==> src/rtl/skinny_sbox_layer_seq.sv <==
// Masked SKINNY SubCells sequencer: feeds NSBOX masked sbox8 lanes one byte group at a time and reassembles the shares.
// Latency: (16/NSBOX)*(LAT+2) cycles from start to done while rnd_valid stays high; optional SBOX_IDLE_CLEAR_EN.
// Backpressure: waits in LOAD for as long as rnd_valid is low; start is ignored while busy.
module skinny_sbox_layer_seq #(
  parameter int NSBOX = 1,
  parameter int LAT   = 4
) (
  input  logic                  clk,
  input  logic                  rst_n,
  input  logic                  start,
  input  logic [127:0]          st_in0,
  input  logic [127:0]          st_in1,
  output logic                  busy,
  output logic                  done,
  output logic [127:0]          st_out0,
  output logic [127:0]          st_out1,
  input  logic                  rnd_valid,
  input  logic [16*NSBOX-1:0]   rnd_data,
  output logic                  rnd_ready,
  output logic [8*NSBOX-1:0]    sb_in0,
  output logic [8*NSBOX-1:0]    sb_in1,
  output logic [16*NSBOX-1:0]   sb_r,
  input  logic [8*NSBOX-1:0]    sb_out0,
  input  logic [8*NSBOX-1:0]    sb_out1
);

  localparam int G  = 16 / NSBOX;
  localparam int GW = (G > 1) ? $clog2(G) : 1;
  localparam int CW = $clog2(LAT + 1);

  typedef enum logic [1:0] {IDLE, LOAD, HOLD, DONE} state_t;

  state_t state_q, state_d;

  // Shares viewed as G groups so the active group is a plain index.
  logic [G-1:0][8*NSBOX-1:0] sh0_q, sh1_q;
  logic [G-1:0][8*NSBOX-1:0] out0_q, out1_q;
  logic [GW-1:0]             grp_q;
  logic [CW-1:0]             cnt_q;
  logic [8*NSBOX-1:0]        ld_in0_q, ld_in1_q;
  logic [16*NSBOX-1:0]       ld_r_q;
  logic                      cap;
  logic                      last_grp;

  assign cap      = (state_q == HOLD) && (cnt_q == CW'(LAT));
  assign last_grp = (grp_q == GW'(G - 1));

  always_ff @(posedge clk or negedge rst_n) begin
    if (!rst_n) begin
      state_q <= IDLE;
    end else begin
      state_q <= state_d;
    end
  end

  always_comb begin
    state_d   = state_q;
    busy      = 1'b1;
    done      = 1'b0;
    rnd_ready = 1'b0;
    case (state_q)
      IDLE: begin
        busy = 1'b0;
        if (start) state_d = LOAD;
      end
      LOAD: begin
        rnd_ready = 1'b1;
        if (rnd_valid) state_d = HOLD;
      end
      HOLD: begin
        if (cap) state_d = last_grp ? DONE : LOAD;
      end
      DONE: begin
        done    = 1'b1;
        state_d = IDLE;
      end
      default: state_d = IDLE;
    endcase
  end

  always_ff @(posedge clk or negedge rst_n) begin
    if (!rst_n) begin
      sh0_q    <= '0;
      sh1_q    <= '0;
      out0_q   <= '0;
      out1_q   <= '0;
      grp_q    <= '0;
      cnt_q    <= '0;
      ld_in0_q <= '0;
      ld_in1_q <= '0;
      ld_r_q   <= '0;
    end else begin
      case (state_q)
        IDLE: begin
          if (start) begin
            sh0_q <= st_in0;
            sh1_q <= st_in1;
            grp_q <= '0;
          end
        end
        LOAD: begin
          // One randomness word per group; it stays on sb_r for the whole evaluation.
          if (rnd_valid) begin
            ld_in0_q <= sh0_q[grp_q];
            ld_in1_q <= sh1_q[grp_q];
            ld_r_q   <= rnd_data;
            cnt_q    <= '0;
          end
        end
        HOLD: begin
          cnt_q <= cnt_q + 1'b1;
          if (cap) begin
            out0_q[grp_q] <= sb_out0;
            out1_q[grp_q] <= sb_out1;
            if (!last_grp) grp_q <= grp_q + 1'b1;
          end
        end
        default: ;
      endcase
    end
  end

  assign st_out0 = out0_q;
  assign st_out1 = out1_q;

`ifdef SBOX_IDLE_CLEAR_EN
  // Keep sbox inputs quiet between groups so stale shares cannot recombine through glitches.
  assign sb_in0 = (state_q == HOLD) ? ld_in0_q : '0;
  assign sb_in1 = (state_q == HOLD) ? ld_in1_q : '0;
  assign sb_r   = (state_q == HOLD) ? ld_r_q   : '0;
`else
  assign sb_in0 = ld_in0_q;
  assign sb_in1 = ld_in1_q;
  assign sb_r   = ld_r_q;
`endif

endmodule

==> config.mk <==
export PLATFORM = sky130hd
export DESIGN_NAME = skinny_sbox_layer_seq
export DESIGN_NICKNAME = d
export VERILOG_FILES = /design/src/rtl/skinny_sbox_layer_seq.sv
export SDC_FILE = /design/constraint.sdc
export NUM_CORES = 1
export LEC_CHECK = 0
export CAP_MARGIN = 20
export CORE_ASPECT_RATIO = 1.2
export CORE_MARGIN = 5
export CORE_UTILIZATION = 45
export DETAILED_ROUTE_END_ITERATION = 10
export PLACE_DENSITY = 0.74
export SLEW_MARGIN = 20
export SYNTH_ARGS = -nofsm -noshare
export SYNTH_HDL_FRONTEND = slang
export SYNTH_SLANG_ARGS = --single-unit
==> constraint.sdc <==
create_clock -name clk -period 3.1 [get_ports clk]
set_clock_uncertainty 0.2 [all_clocks]
set_input_delay 0.465 -clock clk [delete_from_list [all_inputs] [get_ports clk]]
set_output_delay 0.465 -clock clk [all_outputs]
set_load 0.005 [all_outputs]
==> metrics.txt <==
status=completed; Min-Delay Path Class=in2reg; DIE WIDTH=220.7 µm; drt drc=0; HPWL reported at the end of detailed placement=57450 µm; nets@finish=2902; I/O Buffers=582; Reg area=13850 µm²; Final Critical Period=2.611 ns; Ys Warns=0; Clk pwr share=29.0%; #FFs+latches synth=553; Hold Fails Final Rpt=0; Hold Buf Count CTS=1; CTS Buf Count=56; post-synthesis to final-layout area growth=35.29%; Hold Path End=sh1_q[96]$_DFFE_PN0P_; row count=92; Metal-1 WL=30580 µm; fin. max-slew vios=0; # Post-CTS Setup Buffers=0; gp weighted congestion=0.8629; worst r2r src=grp_q[0]$_DFFE_PN0P_; area share of the largest cell type after synthesis=57.75%; Via density=5.235; Post-Syn Area per Cell=11.74 µm²; WL met2=38190 µm; top sig layer=met5; Max Cap Viol=0; clk_lat worst skew=0.61 ns; most frequent cell after synthesis=nand2_1; PwrDens=746.2 nW/µm²; sw power=7543 µW; total die area=57990 µm²; Crit Reg-Reg Endpoint=sb_in0[6]$_DFFE_PN0P_; CTS tree=built; commonest cells in the netlist=nand2_1 (828), dfrtp_1 (553), mux2_4 (160), mux2_2 (99), clkbuf_1 (51); Core ar.=52610 µm²; Lkg Pwr=0.01517 µW; post-route ant nets=0; R2R depth=3; post-synth top area cell=dfrtp_1; initial antenna violation count=6; routed len/inst=23.43 µm; post_cts resized=0; Post-Route WL=78660 µm; Async SR Flop Fraction=100.0%; layout cells sized above 1=17.81%; Worst Path Required=3.35 ns; Synth area leaders=dfrtp_1 (58%), nand2_1 (13%), mux2_4 (10%); Synth Instances=2042; Die Ht=262.8 µm; cell area after synthesis=23960 µm²; first-pass GRT wire length=117000 µm; post-synthesis sequential area ratio=57.75%; # IOs=583; RSZ-0062 raised after global routing=no; initial core utilization=45.55%; Yosys cell types=49; GRT Total Usage=26.45%; flop2flop setup slack=0.49 ns; crit path capture type=flip-flop; Net Count, Synth=2340; clk sink count=553; worst setup path class=reg2reg; Root Driver=clkbuf_16; hold path depth=3; crit path launch type=flip-flop; DR WL met3=6812 µm; setup TNS=0 ns; Initial DRC Count=1373; total global routing overflow=0; Fmax achieved=0.3831 GHz; Internal Pwr Total=16650 µW; H-tree levels=2; Combinational Power Share=26.9%; critical path arrival=2.87 ns; Most used DFF post-synth=dfrtp_1; EDFF count, synth=0; hold_sp=st_in1[96]; Fill cells=4094; area of the multi-input gates=9318 µm²; Power Total=24190 µW; Rel. slew slack=30.80%; vias in the first global route=18593; worst setup margin=0.4894 ns; sw frac=31.18%; clock edge transition at the registers on the reported setup and hold paths=0.06 ns; DR vias=17578; pre-CTS setup slack=0.4597 ns; Final setup viols=0; CTS max path bufs=3; Hold WS=0.1778 ns; Worst VDD drop=0.0004358 V; Seq pwr share=44.1%; Pre-Repair DR Iteration Count=5; largest net degree at the start of global routing=86; Crit Path Max Fanout=34; Slew @ Worst Pin=1.035 ns; period utilization=84.21%
-- through the flow --
stage,cells,instance area (µm²),util (%)
after detailed placement,3250,30480,57.95
after CTS,3355,32410,61.62
after global routing,3356,32420,61.62
final,3358,32420,61.63
after floorplan,2042,23960,-
after global placement,3250,30480,57.95
-- flip-flops by register name (all words and copies together), names as in the netlist --
name	count
st_out1	128
sh0_q	128
sb_in1	8
st_out0	128
sb_in0	8
cnt_q	3
sh1_q	128
state_q	2
grp_q	4
sb_r	16
-- worst max-delay path, stage by stage, from the launching register on --
cell      delay [ns]
dfrtp_4         0.90
mux4_2          0.60
a211oi_1        0.58
a21oi_1         0.16
-- worst max-delay path by stage --
stage,cells past startpoint,start,slack [ns],endpoint
floorplan,10,grp_q[0]$_DFFE_PN0P_,0.86,st_out0[64]$_DFFE_PN0P_
global placement,3,grp_q[0]$_DFFE_PN0P_,0.50,sb_in0[6]$_DFFE_PN0P_
detailed placement,3,grp_q[0]$_DFFE_PN0P_,0.46,sb_in0[6]$_DFFE_PN0P_
CTS,3,grp_q[0]$_DFFE_PN0P_,0.44,sb_in0[6]$_DFFE_PN0P_
global route,3,state_q[1]$_DFFE_PN0P_,0.41,busy
finish,3,grp_q[0]$_DFFE_PN0P_,0.49,sb_in0[6]$_DFFE_PN0P_
-- cell type report --
cell class	instances	share of cell area, %
diodes	3	0.02316
clock buffers	78	4.978
clock inverters	26	0.9455
inverters	8	0.09262
multi-input cells	1352	28.74
flip-flops and latches	553	42.71
well taps	705	2.721
repair buffers	633	19.79
-- cell usage in the layout, fill, tap and decap left out, types with 5 or more instances in the layout --
master	instances
a211o_1	7
a21oi_1	25
a22oi_1	11
a2bb2oi_1	5
a31oi_1	8
and2_4	5
buf_12	16
buf_4	34
bufinv_16	6
clkbuf_1	9
clkbuf_16	56
clkbuf_8	13
clkdlybuf4s50_1	581
clkinv_2	15
dfrtp_1	550
ha_1	6
inv_1	8
mux2_2	99
mux2_4	160
mux2i_1	49
mux4_2	33
nand2_1	827
nand2_8	16
nand3_1	12
nor2_1	27
o21ai_0	9
o221ai_1	7
-- power by group through the flow --
stage,Clock (µW),Combinational (µW),Sequential [µW]
finish,7030,6500,10700
global route,7430,7220,10900
CTS,7150,6580,10600
detailed placement,0,6520,10800
global placement,0,6350,10600
floorplan,0,3580,10300
-- metal layers --
metal / track usage (%) / vias to the layer above
met4: 9.121 / 8
met3: 7.340 / 164
li1: - / 7870
met5: 0 / -
met1: 33.18 / 8805
met2: 44.12 / 731
-- cell families after synthesis --
logic type                 after synthesis  synth area share, %
AOI/OAI and AO/OA                       93                2.694
xor gates and xnor gates                 1              0.03655
adders and majority gates                6               0.3133
buffers and inverters                  137                3.430
DFF                                    553                57.75
muxes                                  341                19.82
and+or+nand+nor                        911                15.96
Note: power is estimated with default switching activity, not from simulation.
